--- src/rtl/ram_stream_reader_if.sv ---
// Handshake/bus bundle for ram_stream_reader: burst control, RAM read port, output stream.
// No latency of its own; it only groups wires.
// Backpressure travels on out_ready; the reader turns it into RAM issue credit.
//
// Signal groups:
//   control : start, start_addr, length -> busy, done
//   RAM     : ram_en, ram_addr -> RAM, ram_rdata <- RAM (READ_LATENCY cycles later)
//   stream  : out_valid, out_data, out_last -> consumer, out_ready <- consumer
//   abort   : abort -> aborted (only when STREAM_READER_ABORT_EN is defined)
// Modports: master = the reader block, slave = the user of the reader (RAM + consumer + controller).

interface ram_stream_reader_if #(
    parameter int ADDR_WIDTH = 10,
    parameter int DATA_WIDTH = 64
);
    // Burst control
    logic                  start;
    logic [ADDR_WIDTH-1:0] start_addr;
    logic [ADDR_WIDTH:0]   length;
    logic                  busy;
    logic                  done;

    // RAM read port
    logic                  ram_en;
    logic [ADDR_WIDTH-1:0] ram_addr;
    logic [DATA_WIDTH-1:0] ram_rdata;

    // Output stream
    logic                  out_valid;
    logic                  out_ready;
    logic [DATA_WIDTH-1:0] out_data;
    logic                  out_last;

`ifdef STREAM_READER_ABORT_EN
    logic                  abort;
    logic                  aborted;
`endif

    modport master (
        input  start,
        input  start_addr,
        input  length,
        output busy,
        output done,
        output ram_en,
        output ram_addr,
        input  ram_rdata,
        output out_valid,
        input  out_ready,
        output out_data,
        output out_last
`ifdef STREAM_READER_ABORT_EN
        ,
        input  abort,
        output aborted
`endif
    );

    modport slave (
        output start,
        output start_addr,
        output length,
        input  busy,
        input  done,
        input  ram_en,
        input  ram_addr,
        output ram_rdata,
        input  out_valid,
        output out_ready,
        input  out_data,
        input  out_last
`ifdef STREAM_READER_ABORT_EN
        ,
        output abort,
        input  aborted
`endif
    );

endinterface

--- src/rtl/ram_stream_reader.sv ---
// Burst-read engine: streams length words from a block-RAM port starting at start_addr.
// Latency: first out_valid READ_LATENCY cycles after the first ram_en; one word/cycle sustained.
// Backpressure: out_ready stalls the stream; RAM issue is credit-limited so no word is ever dropped.
//
// Ports: clk, rst (async active-high), bus (ram_stream_reader_if.master, see the interface file).
// Optional feature: define STREAM_READER_ABORT_EN to add abort/aborted to the bundle and the
// abort path (stop issue, flush buffer, mask in-flight returns, wait out the RAM pipeline).
// Contains a small generic fall-through FIFO (fifo) used as the output buffer.

// Generic fall-through FIFO.
// Latency: zero when empty (push data is visible on pop side in the same cycle).
// Backpressure: pop_rdy low holds the head; caller must not push when full without popping.
module fifo #(
    parameter int WIDTH = 8,
    parameter int DEPTH = 4,              // power of two, >= 2
    localparam int PW   = $clog2(DEPTH),
    localparam int CW   = $clog2(DEPTH + 1)
) (
    input  logic             clk,
    input  logic             rst,
    input  logic             flush,
    input  logic             push_vld,
    input  logic [WIDTH-1:0] push_dat,
    input  logic             pop_rdy,
    output logic             pop_vld,
    output logic [WIDTH-1:0] pop_dat,
    output logic [CW-1:0]    count,
    output logic             full
);
    logic [WIDTH-1:0] mem [DEPTH];
    logic [PW-1:0]    wr_ptr;
    logic [PW-1:0]    rd_ptr;
    logic             empty;
    logic             pop;
    logic             wr_en;
    logic             rd_adv;

    assign empty   = (count == '0);
    assign full    = (count == CW'(DEPTH));
    // Empty FIFO lets the incoming word fall straight through to the output.
    assign pop_vld = !empty || push_vld;
    assign pop_dat = empty ? push_dat : mem[rd_ptr];
    assign pop     = pop_vld && pop_rdy;
    // A word that falls through and is taken in the same cycle is never stored.
    assign wr_en   = push_vld && !(empty && pop_rdy);
    assign rd_adv  = pop && !empty;

    always_ff @(posedge clk or posedge rst) begin
        if (rst) begin
            wr_ptr <= '0;
            rd_ptr <= '0;
            count  <= '0;
        end else if (flush) begin
            wr_ptr <= '0;
            rd_ptr <= '0;
            count  <= '0;
        end else begin
            if (wr_en)  wr_ptr <= wr_ptr + PW'(1);
            if (rd_adv) rd_ptr <= rd_ptr + PW'(1);
            count <= count + CW'(wr_en) - CW'(rd_adv);
        end
    end

    // Storage needs no reset: nothing is read until count says it was written.
    always_ff @(posedge clk) begin
        if (wr_en && !flush) mem[wr_ptr] <= push_dat;
    end
endmodule

module ram_stream_reader #(
    parameter int ADDR_WIDTH   = 10,
    parameter int DATA_WIDTH   = 64,
    parameter int READ_LATENCY = 2,   // >= 1
    parameter int BUFFER_DEPTH = 4    // power of two, >= READ_LATENCY+1 for full rate
) (
    input  logic                 clk,
    input  logic                 rst,
    ram_stream_reader_if.master  bus
);
    localparam int LW = ADDR_WIDTH + 1;
    localparam int CW = $clog2(BUFFER_DEPTH + 1);
    localparam int OW = $clog2(BUFFER_DEPTH + READ_LATENCY + 1) + 1;
`ifdef STREAM_READER_ABORT_EN
    localparam int WW = $clog2(READ_LATENCY + 1);
`endif

    typedef enum logic [1:0] {
        S_IDLE,
        S_ISSUE,
        S_DRAIN
`ifdef STREAM_READER_ABORT_EN
        ,
        S_ABORT
`endif
    } state_t;

    state_t                  state_q;
    state_t                  state_d;
    logic [ADDR_WIDTH-1:0]   addr_q;
    logic [LW-1:0]           len_q;
    logic [LW-1:0]           issued_q;
    logic [LW-1:0]           returns_q;
    logic [READ_LATENCY-1:0] inflight_q;
    logic [READ_LATENCY:0]   inflight_sh;
    logic                    done_q;
    logic                    done_d;
    logic                    load;
    logic                    issue;
    logic                    credit;
    logic [OW-1:0]           inflight_cnt;
    logic [OW-1:0]           outstanding;

    logic                    fifo_push;
    logic [DATA_WIDTH:0]     fifo_push_dat;
    logic                    fifo_vld;
    logic [DATA_WIDTH:0]     fifo_dat;
    logic [CW-1:0]           fifo_count;
    logic                    fifo_full;
    logic                    fifo_flush;
    logic                    stream_vld;
    logic                    stream_pop;
    logic                    stream_last;

`ifdef STREAM_READER_ABORT_EN
    logic                    abort_go;
    logic                    aborted_q;
    logic                    aborted_d;
    logic [WW-1:0]           wait_q;
`endif

    // ------------------------------------------------------------------
    // Credit: every issued read owns a buffer slot from issue until pop.
    // Registered in-flight count + registered occupancy; a pop in this
    // cycle frees its slot only from the next cycle on.
    // ------------------------------------------------------------------
    always_comb begin
        inflight_cnt = '0;
        for (int i = 0; i < READ_LATENCY; i++) begin
            inflight_cnt = inflight_cnt + OW'(inflight_q[i]);
        end
    end

    assign outstanding = inflight_cnt + OW'(fifo_count);
    assign credit      = (outstanding < OW'(BUFFER_DEPTH));

    // ------------------------------------------------------------------
    // Next state / control
    // ------------------------------------------------------------------
    always_comb begin
        state_d   = state_q;
        load      = 1'b0;
        issue     = 1'b0;
        done_d    = 1'b0;
`ifdef STREAM_READER_ABORT_EN
        abort_go  = 1'b0;
        aborted_d = 1'b0;
`endif
        unique case (state_q)
            S_IDLE: begin
                if (bus.start) begin
                    if (bus.length != '0) begin
                        load    = 1'b1;
                        state_d = S_ISSUE;
                    end else begin
                        // Empty burst: report completion without ever going busy.
                        done_d = 1'b1;
                    end
                end
            end
            S_ISSUE: begin
`ifdef STREAM_READER_ABORT_EN
                if (bus.abort) begin
                    abort_go = 1'b1;
                    state_d  = S_ABORT;
                end else
`endif
                if (credit) begin
                    issue = 1'b1;
                    if (issued_q + LW'(1) == len_q) state_d = S_DRAIN;
                end
            end
            S_DRAIN: begin
`ifdef STREAM_READER_ABORT_EN
                if (bus.abort) begin
                    abort_go = 1'b1;
                    state_d  = S_ABORT;
                end else
`endif
                if (stream_pop && stream_last) begin
                    done_d  = 1'b1;
                    state_d = S_IDLE;
                end
            end
`ifdef STREAM_READER_ABORT_EN
            S_ABORT: begin
                // Reads issued before the abort may still be inside the RAM
                // pipeline; let them pass before accepting a new burst.
                if (wait_q == WW'(READ_LATENCY - 1)) begin
                    done_d    = 1'b1;
                    aborted_d = 1'b1;
                    state_d   = S_IDLE;
                end
            end
`endif
            default: state_d = S_IDLE;
        endcase
    end

    // ------------------------------------------------------------------
    // State, address/count registers and in-flight tracking
    // ------------------------------------------------------------------
    // Bit 0 is set the cycle after ram_en; the top bit lines up with ram_rdata.
    assign inflight_sh = {inflight_q, issue};

    always_ff @(posedge clk or posedge rst) begin
        if (rst) begin
            state_q    <= S_IDLE;
            addr_q     <= '0;
            len_q      <= '0;
            issued_q   <= '0;
            returns_q  <= '0;
            inflight_q <= '0;
            done_q     <= 1'b0;
        end else begin
            state_q <= state_d;
            done_q  <= done_d;

            if (fifo_push) returns_q <= returns_q + LW'(1);

            if (load) begin
                addr_q    <= bus.start_addr;
                len_q     <= bus.length;
                issued_q  <= '0;
                returns_q <= '0;
            end else if (issue) begin
                addr_q   <= addr_q + ADDR_WIDTH'(1);   // wraps modulo 2^ADDR_WIDTH
                issued_q <= issued_q + LW'(1);
            end

`ifdef STREAM_READER_ABORT_EN
            if (abort_go) inflight_q <= '0;
            else
`endif
            inflight_q <= inflight_sh[READ_LATENCY-1:0];
        end
    end

`ifdef STREAM_READER_ABORT_EN
    always_ff @(posedge clk or posedge rst) begin
        if (rst) begin
            wait_q    <= '0;
            aborted_q <= 1'b0;
        end else begin
            aborted_q <= aborted_d;
            if (abort_go)                wait_q <= '0;
            else if (state_q == S_ABORT) wait_q <= wait_q + WW'(1);
        end
    end
`endif

    // ------------------------------------------------------------------
    // Return path: tag the word whose return count reaches length as last.
    // ------------------------------------------------------------------
    assign fifo_push     = inflight_q[READ_LATENCY-1];
    assign fifo_push_dat = {(returns_q + LW'(1) == len_q), bus.ram_rdata};

`ifdef STREAM_READER_ABORT_EN
    assign fifo_flush = abort_go;
    assign stream_vld = fifo_vld && (state_q != S_ABORT);
`else
    assign fifo_flush = 1'b0;
    assign stream_vld = fifo_vld;
`endif

    assign stream_pop  = stream_vld && bus.out_ready;
    assign stream_last = fifo_dat[DATA_WIDTH];

    fifo #(
        .WIDTH (DATA_WIDTH + 1),
        .DEPTH (BUFFER_DEPTH)
    ) u_buf (
        .clk      (clk),
        .rst      (rst),
        .flush    (fifo_flush),
        .push_vld (fifo_push),
        .push_dat (fifo_push_dat),
        .pop_rdy  (stream_pop),
        .pop_vld  (fifo_vld),
        .pop_dat  (fifo_dat),
        .count    (fifo_count),
        .full     (fifo_full)
    );

    // ------------------------------------------------------------------
    // Outputs
    // ------------------------------------------------------------------
    assign bus.busy      = (state_q != S_IDLE);
    assign bus.done      = done_q;
    assign bus.ram_en    = issue;
    assign bus.ram_addr  = addr_q;
    assign bus.out_valid = stream_vld;
    // Data/last are zeroed while idle so the bus shows clean values between bursts.
    assign bus.out_data  = stream_vld ? fifo_dat[DATA_WIDTH-1:0] : '0;
    assign bus.out_last  = stream_vld && stream_last;
`ifdef STREAM_READER_ABORT_EN
    assign bus.aborted   = aborted_q;
`endif

`ifndef SYNTHESIS
    // The credit rule must make a push into a full buffer without a pop impossible.
    always @(posedge clk) begin
        if (!rst) assert (!(fifo_push && fifo_full && !stream_pop));
    end
`endif

endmodule

--- src/flat_wrapper.sv ---
// flat-port wrapper written by rule: the top's interface ports become plain ports
module ram_stream_reader_flat 
#(
    parameter int ADDR_WIDTH   = 10,
    parameter int DATA_WIDTH   = 64,
    parameter int READ_LATENCY = 2,          
    parameter int BUFFER_DEPTH = 4                                                    
)
  (clk, rst, bus_start, bus_start_addr, bus_length, bus_busy, bus_done, bus_ram_en, bus_ram_addr, bus_ram_rdata, bus_out_valid, bus_out_ready, bus_out_data, bus_out_last);
  ram_stream_reader_if #(.ADDR_WIDTH(ADDR_WIDTH), .DATA_WIDTH(DATA_WIDTH)) bus_i ();
  input  logic clk;
  input  logic rst;
  input wire logic [$bits(bus_i.start)-1:0] bus_start;
  input wire logic [$bits(bus_i.start_addr)-1:0] bus_start_addr;
  input wire logic [$bits(bus_i.length)-1:0] bus_length;
  output wire logic [$bits(bus_i.busy)-1:0] bus_busy;
  output wire logic [$bits(bus_i.done)-1:0] bus_done;
  output wire logic [$bits(bus_i.ram_en)-1:0] bus_ram_en;
  output wire logic [$bits(bus_i.ram_addr)-1:0] bus_ram_addr;
  input wire logic [$bits(bus_i.ram_rdata)-1:0] bus_ram_rdata;
  output wire logic [$bits(bus_i.out_valid)-1:0] bus_out_valid;
  input wire logic [$bits(bus_i.out_ready)-1:0] bus_out_ready;
  output wire logic [$bits(bus_i.out_data)-1:0] bus_out_data;
  output wire logic [$bits(bus_i.out_last)-1:0] bus_out_last;
  assign bus_i.start = bus_start;
  assign bus_i.start_addr = bus_start_addr;
  assign bus_i.length = bus_length;
  assign bus_busy = bus_i.busy;
  assign bus_done = bus_i.done;
  assign bus_ram_en = bus_i.ram_en;
  assign bus_ram_addr = bus_i.ram_addr;
  assign bus_i.ram_rdata = bus_ram_rdata;
  assign bus_out_valid = bus_i.out_valid;
  assign bus_i.out_ready = bus_out_ready;
  assign bus_out_data = bus_i.out_data;
  assign bus_out_last = bus_i.out_last;
  ram_stream_reader #(.ADDR_WIDTH(ADDR_WIDTH), .DATA_WIDTH(DATA_WIDTH), .READ_LATENCY(READ_LATENCY), .BUFFER_DEPTH(BUFFER_DEPTH)) u_core (.clk(clk), .rst(rst), .bus(bus_i));
endmodule
--- config.mk ---
export PLATFORM = sky130hd
export DESIGN_NAME = ram_stream_reader_flat
export DESIGN_NICKNAME = d
export VERILOG_FILES = /design/src/rtl/ram_stream_reader_if.sv /design/src/rtl/ram_stream_reader.sv /design/src/flat_wrapper.sv
export SDC_FILE = /design/constraint.sdc
export NUM_CORES = 1
export LEC_CHECK = 0
export BUFFER_PORTS_ARGS = -buffer_cell sky130_fd_sc_hd__buf_2
export CORE_MARGIN = 2
export CORE_UTILIZATION = 55
export CTS_CLUSTER_SIZE = 28
export DETAILED_ROUTE_END_ITERATION = 10
export PLACE_DENSITY = 0.86
export SYNTH_ARGS = -nofsm -noshare
export SYNTH_HDL_FRONTEND = slang
export SYNTH_SLANG_ARGS = --single-unit
--- constraint.sdc ---
create_clock -name clk -period 6.25 [get_ports clk]
set_input_delay 0.3125 -clock clk [delete_from_list [all_inputs] [get_ports clk]]
set_output_delay 0.3125 -clock clk [all_outputs]
set_load 0.05 [all_outputs]
# [Word level (Yosys, flattened, before mapping)]
# Memory sizes are Yosys's and may differ from the RTL's.
# Index checks and enable logic that the tools add are counted.
# W data, S select, Z words.
[op_classes] order_cmp=1 n_addsub=9 n_reduce_logical=17 eq_ne=9 muxes=25
[ops] cell="$mux W65" count=1
[ops] cell="$mux W64" count=1
[ops] cell="$mux W11" count=4
[ops] cell="$add A11 B1 Y11 const B" count=2
[ops] cell="$eq A11 B11 Y1" count=2
[ops] cell="$mux W10" count=2
[ops] cell="$reduce_bool A11 Y1" count=1
[ops] cell="$add A10 B1 Y10 const B" count=1
[ops] cell="$mux W1" count=10
[ops] cell="$mux W2" count=5
[ops] cell="$ne A2 B1 Y1 const B" count=4
[ops] cell="$logic_and A1 B1 Y1" count=7
[ops] cell="$pmux W2 S3" count=1
[ops] cell="$reduce_bool A2 Y1" count=3
[ops] cell="$reduce_and A5 Y1" count=1
[ops] cell="$add A2 B1 Y2 const B" count=2
[ops] cell="$add A4 B3 Y4" count=1
[ops] cell="$lt A4 B3 Y1 const B" count=1
[ops] cell="$add A3 B1 Y3" count=1
[ops] cell="$logic_not A3 Y1" count=1
[ops] cell="$sub A3 B1 Y3" count=1
[ops] cell="$add A1 B1 Y2" count=1
[ops] cell="$eq A2 B1 Y1 const B" count=1
[ops] cell="$eq A2 B2 Y1 const B" count=1
[ops] cell="5 further kinds" count=6
[word_totals] reg_bits=55 mem_count=1 output_inout_bits=79 inputBits=89 ram_bits=260
[memory_table] name="u_core.u_buf.mem" depth=4 width=65 rd=1 rd_clocked_by_memory_dff=0 wr=1 line_no="ram_stream_reader.sv:30" text="logic [WIDTH-1:0] mem [DEPTH];"

# [Logic depth before layout (Yosys ltp)]
[logic_depth] depth_word=9 mapped_depth=10 depth_no_buf=9

# [Hierarchy]
# Synthesis repeated with hierarchy kept, for this count alone.
[unflattened] hier_cells=863 hier_area_um2=14073.5
[by_module_without_submodules] mod="fifo" area_per_inst_um2=10620.2 n_inst=1 cells_each=460
[by_module_without_submodules] mod="ram_stream_reader" area_per_inst_um2=3453.3 n_inst=1 cells_each=403

# [Least setup slack after synthesis]
# Ideal clock, no wire load.
[synth_path] path_type="register to register" startpoint="reg u_core.u_buf.count[1]" endpoint="mem u_core.u_buf.mem[0][0] (netlist name), enable pin" t_required_ns=5.820 path_buffers=0 path_stages_with_launch=4 setup_slack_ns=3.367 arrival_ns=2.454 setup_ns=0.430 period_less_slack_ns=2.883 path_cell_list="dfrtp_1 nor3_1 a21boi_1 and2_1"
[synth_via] elab_chain_cells=9
[synth_lines] item="from (decl)" line_no="ram_stream_reader.sv:27" text="output logic [CW-1:0] count,"
[synth_lines] item="from (signal assigned)" line_no="ram_stream_reader.sv:60" text="count <= count + CW'(wr_en) - CW'(rd_adv);"
[synth_lines] item="$logic_not A3 Y1 *" line_no="ram_stream_reader.sv:38" text="assign empty = (count == '0);"
[synth_lines] item="$logic_not A1 Y1" line_no="ram_stream_reader.sv:41" text="assign pop_vld = !empty || push_vld;"
[synth_lines] item="$logic_or A1 B1 Y1" line_no="ram_stream_reader.sv:41"
[synth_lines] item="$logic_and A1 B1 Y1" line_no="ram_stream_reader.sv:275" text="assign stream_pop = stream_vld && bus.out_ready;"
[synth_lines] item="$logic_and A1 B1 Y1 *" line_no="ram_stream_reader.sv:45" text="assign wr_en = push_vld && !(empty && pop_rdy);"
[synth_lines] item="$logic_not A1 Y1 *" line_no="ram_stream_reader.sv:45"
[synth_lines] item="$logic_and A1 B1 Y1 *" line_no="ram_stream_reader.sv:45"
[synth_lines] item="$mux W1 *" line_no="ram_stream_reader.sv:66" text="if (wr_en && !flush) mem[wr_ptr] <= push_dat;"
[synth_lines] item="$mux W1 (implied by the code) *" line_no="ram_stream_reader.sv:66"
[synth_lines] item="to (decl)" line_no="ram_stream_reader.sv:30"
# Every way passes the cells marked *; elsewhere a longest branch is shown, timed or not.

# [Worst setup path in the final report]
[layout_path] startpoint="reg u_core.u_buf.rd_ptr[0]" endpoint="out bus_out_data[51]"
[layout_via] elab_chain_cells=3
[layout_lines] item="from (decl)" line_no="ram_stream_reader.sv:32" text="logic [PW-1:0] rd_ptr;"
[layout_lines] item="from (signal assigned)" line_no="ram_stream_reader.sv:59" text="if (rd_adv) rd_ptr <= rd_ptr + PW'(1);"
[layout_lines] item="$mem_v2 Z4 W65"
[layout_lines] item="$mux W65" line_no="ram_stream_reader.sv:42" text="assign pop_dat = empty ? push_dat : mem[rd_ptr];"
[layout_lines] item="$mux W64" line_no="ram_stream_reader.sv:303" text="assign bus.out_data = stream_vld ? fifo_dat[DATA_WIDTH-1:0] : '0;"
[layout_lines] item="to (decl)" line_no="flat_wrapper.sv:23" text="output wire logic [$bits(bus_i.out_data)-1:0] bus_out_data;"
# No other way between the ends.

==> impl_metrics.tcl <==
set metrics [dict create \
    yosysMostFrequentCell "edfxtp_1" \
    crit_top_cell "nand2_1" \
    synthToLayoutAreaGrowth_pct 17.8 \
    die_h_um 161 \
    cts_setup_buffers 0 \
    cp_data_required_time_ns 5.94 \
    seqPwrFrac_pct 35.5 \
    tightest_slew_ns 0.977 \
    wl_per_cell_um 21.7 \
    min_delay_worst_endpoint "u_core.u_buf.mem[0][0]" \
    powerDensity_mw_per_mm2 562 \
    grt_use_total_pct 24.1 \
    p_comb_share_pct 45.1 \
    slew-limit-headroom_pct 34.8 \
    route.met2.wl_um 16400 \
    regToRegSetupSlack_ns 2.79 \
    cts_buffers 30 \
    ys_seq_area_share_pct 67.5 \
    outcome "completed" \
    num_rows 57 \
    power_leakage_nw 6.04 \
    endpoint_kind "output pin" \
    antenna_found_initial 0 \
    wl_um 31600 \
    port_buffers 167 \
    die_x_um 161 \
    synthFlopType "edfxtp_1" \
    worstHoldStart "bus_ram_rdata[0]" \
    drc_errors 0 \
    min_period_ns 3.51 \
    htreeDepth 1 \
    highest_layer "met4" \
    cp_top_family "buffers and inverters" \
    worstRegToRegCells 4 \
    core_area_sq_mm 0.0243 \
    start_util_pct 55.9 \
    yosysTopAreaCell "edfxtp_1" \
    place.gp.congestion 0.838 \
    hpwl_um 17400 \
    startpoint_type "flip-flop" \
    clk-insertion-delay-late_ns 0.55 \
    netSwitchingFraction_pct 44.2 \
    hold_viol 0 \
    ctsHoldBuffers 37 \
    vias 8751 \
    ys_ff_latch 315 \
    worstReg2RegEnd "u_core.u_buf.mem[2][26]" \
    cts_resized 0 \
    maxSlewViolCount 0 \
    grt_setup_unrepaired "no" \
    synthCells 916 \
    diodes 0 \
    power_mw 9.00 \
    synth_nets 1017 \
    finalSetupViolCount 0 \
    wl_met1_um 11900 \
    grt_pass1_wl_um 48500 \
    p_int_mw 5.02 \
    hp-class "primary input to flip-flop" \
    yosysUniqueCellTypes 66 \
    finalNetCount 1208 \
    post_drt_via_cell_ratio 6.01 \
    pin_count 168 \
    crit_buf_inv 2 \
    cap_violations 0 \
    p_switching_mw 3.98 \
    firstDrtPassIters 5 \
    p_clk_share_pct 19.4 \
    hold_depth 1 \
    slowest_stage "dfrtp_4" \
    grt_max_degree 77 \
    yosysWarnings 0 \
    arrival_ns 3.20 \
    synth.top_cell.area_share_pct 57.4 \
    drive_above_1_share_pct 27.8 \
    skew_ns 0.0126 \
    fin_setup_tns_ns 0 \
    grt-ovfl-total 0 \
    critical_path_depth 5 \
    worstPathMaxFanout 41 \
    max_freq_mhz 285 \
    syn_area_per_cell_sq_um 14.9 \
    path_cells "buf_4 > mux4_2 > nand2_1 > nand2_1 > buf_2" \
    wl_met3_um 2310 \
    ir_drop_mv 0.463 \
    async_flop_share_pct 17.5 \
    dieArea_sq_mm 0.0260 \
    clockBufferDepth 3 \
    cts_tree "done" \
    synth_area_leaders "edfxtp_1, mux4_2, dfrtp_1, nand2_1, nand3_1" \
    clock-root-buffer "clkbuf_16" \
    syn_area_sq_mm 0.0136 \
    final.period_utilization_pct 56.2 \
    max_stage_delay_ns 0.77 \
    worstReg2RegStart "u_core.inflight_q[1]" \
    clock-sinks 315 \
    clkSlewWorstSetupHoldPaths_ns 0.06 \
    dr.first_iter.drc_count 863 \
    fill_cells 1613 \
    crit_type "flip-flop to output pin" \
    antenna_left 0 \
    synth_edf_count 260 \
    yosys-top-cells-count "edfxtp_1, nand2_1, nand3_1" \
    grt_pass1_vias 8725 \
]
==> worst reg2reg max path, cell delays in order, from the launching register on <==
cell,delay (ns)
dfrtp_2,0.35
buf_4,0.70
a21boi_1,0.59
and2_2,0.88
buf_4,0.58
==> layer usage <==
layer | up-vias | track usage [%]
met3 | 81 | 3.24
met2 | 473 | 42.5
met1 | 4360 | 31.5
li1 | 3837 | -
met5 | - | 0
met4 | 0 | 7.75
==> cell usage in the layout (no fill, tap or decap), types with 3 or more instances in the layout <==
cell type	n
mux4_2	65
clkinv_1	9
clkinvlp_4	4
xor2_1	21
nand4_1	10
buf_4	11
o21ai_0	23
dlygate4sd3_1	37
mux2i_1	4
ha_1	11
mux2_2	8
inv_1	11
nor4_1	6
or3_1	4
nand2_1	169
edfxtp_1	260
dfrtp_1	52
a21oi_1	12
nor3_1	7
buf_2	167
clkbuf_16	31
nor2_1	24
clkinv_2	5
o31ai_1	3
and3_1	6
xnor2_1	24
and2_2	4
clkbuf_1	3
nand3_1	78
o211ai_1	3
and2_1	5
==> power groups by stage <==
stage | sequential (mW) | combinational (mW) | clock [mW]
after floorplan | 3.12 | 3.14 | 0
after global placement | 3.18 | 3.91 | 0
after detailed placement | 3.21 | 3.99 | 0
after CTS | 3.19 | 4.06 | 1.76
after global routing | 3.25 | 4.31 | 1.85
final | 3.20 | 4.06 | 1.74
==> metrics by stage <==
stage	util, %	setup WS (ns)	instance area, sq um	instances	hold WS, ns
3_3_place_gp	60.5	2.94	14700	1362	0.372
3_5_place_dp	60.5	2.85	14700	1362	0.371
2_1_floorplan	-	3.37	13600	916	0.357
4_1_cts	65.9	2.69	16000	1455	0.000549
5_1_grt	65.9	2.56	16000	1455	0.00326
6_report	65.9	2.74	16000	1455	0.00915
==> how the worst max path moves through the flow <==
stage | startpoint | endpoint | slack [ns]
2_1_floorplan | u_core.u_buf.count[1] | u_core.u_buf.mem[0][0] | 3.37
3_3_place_gp | u_core.inflight_q[1] | u_core.u_buf.mem[2][18] | 2.94
3_5_place_dp | u_core.inflight_q[1] | u_core.u_buf.mem[2][18] | 2.85
4_1_cts | u_core.u_buf.rd_ptr[0] | bus_out_data[51] | 2.69
5_1_grt | u_core.u_buf.rd_ptr[0] | bus_out_data[51] | 2.56
6_report | u_core.u_buf.rd_ptr[0] | bus_out_data[51] | 2.74
==> registers in the layout, summed over array words and instances (netlist names) <==
signal,cells
u_core.u_buf.wr_ptr,2
u_core.issued_q,11
u_core.inflight_q,2
u_core.u_buf.count,3
u_core.u_buf.rd_ptr,2
u_core.state_q,2
u_core.u_buf.mem,260
u_core.bus.done,1
u_core.returns_q,11
u_core.len_q,11
u_core.bus.ram_addr,10
==> cell type report <==
| cell class | instances | area, sq um | area share, % |
|---|---|---|---|
| Clock buffer | 34 | 787 | 4.91 |
| Clock inverter | 22 | 166 | 1.04 |
| Inverter | 13 | 48.8 | 0.304 |
| Multi-Input combinational cell | 532 | 4140 | 25.8 |
| Sequential cell | 315 | 9190 | 57.3 |
| Tap cell | 324 | 405 | 2.53 |
| Timing Repair Buffer | 215 | 1290 | 8.04 |
==> cells by family (layout without fill, tap and decap cells) <==
family | Yosys count | count (layout) | share of synthesized area (%)
DFF | 315 | 315 | 67.5
and+or+nand+nor | 332 | 332 | 11.2
AOI/OAI and AO/OA | 65 | 65 | 3.16
adders and majority gates | 12 | 12 | 1.16
muxes | 77 | 77 | 11.7
xor gates and xnor gates | 46 | 46 | 3.06
buffers and inverters | 69 | 284 | 2.15
Note: power is estimated with default switching activity, not from simulation.
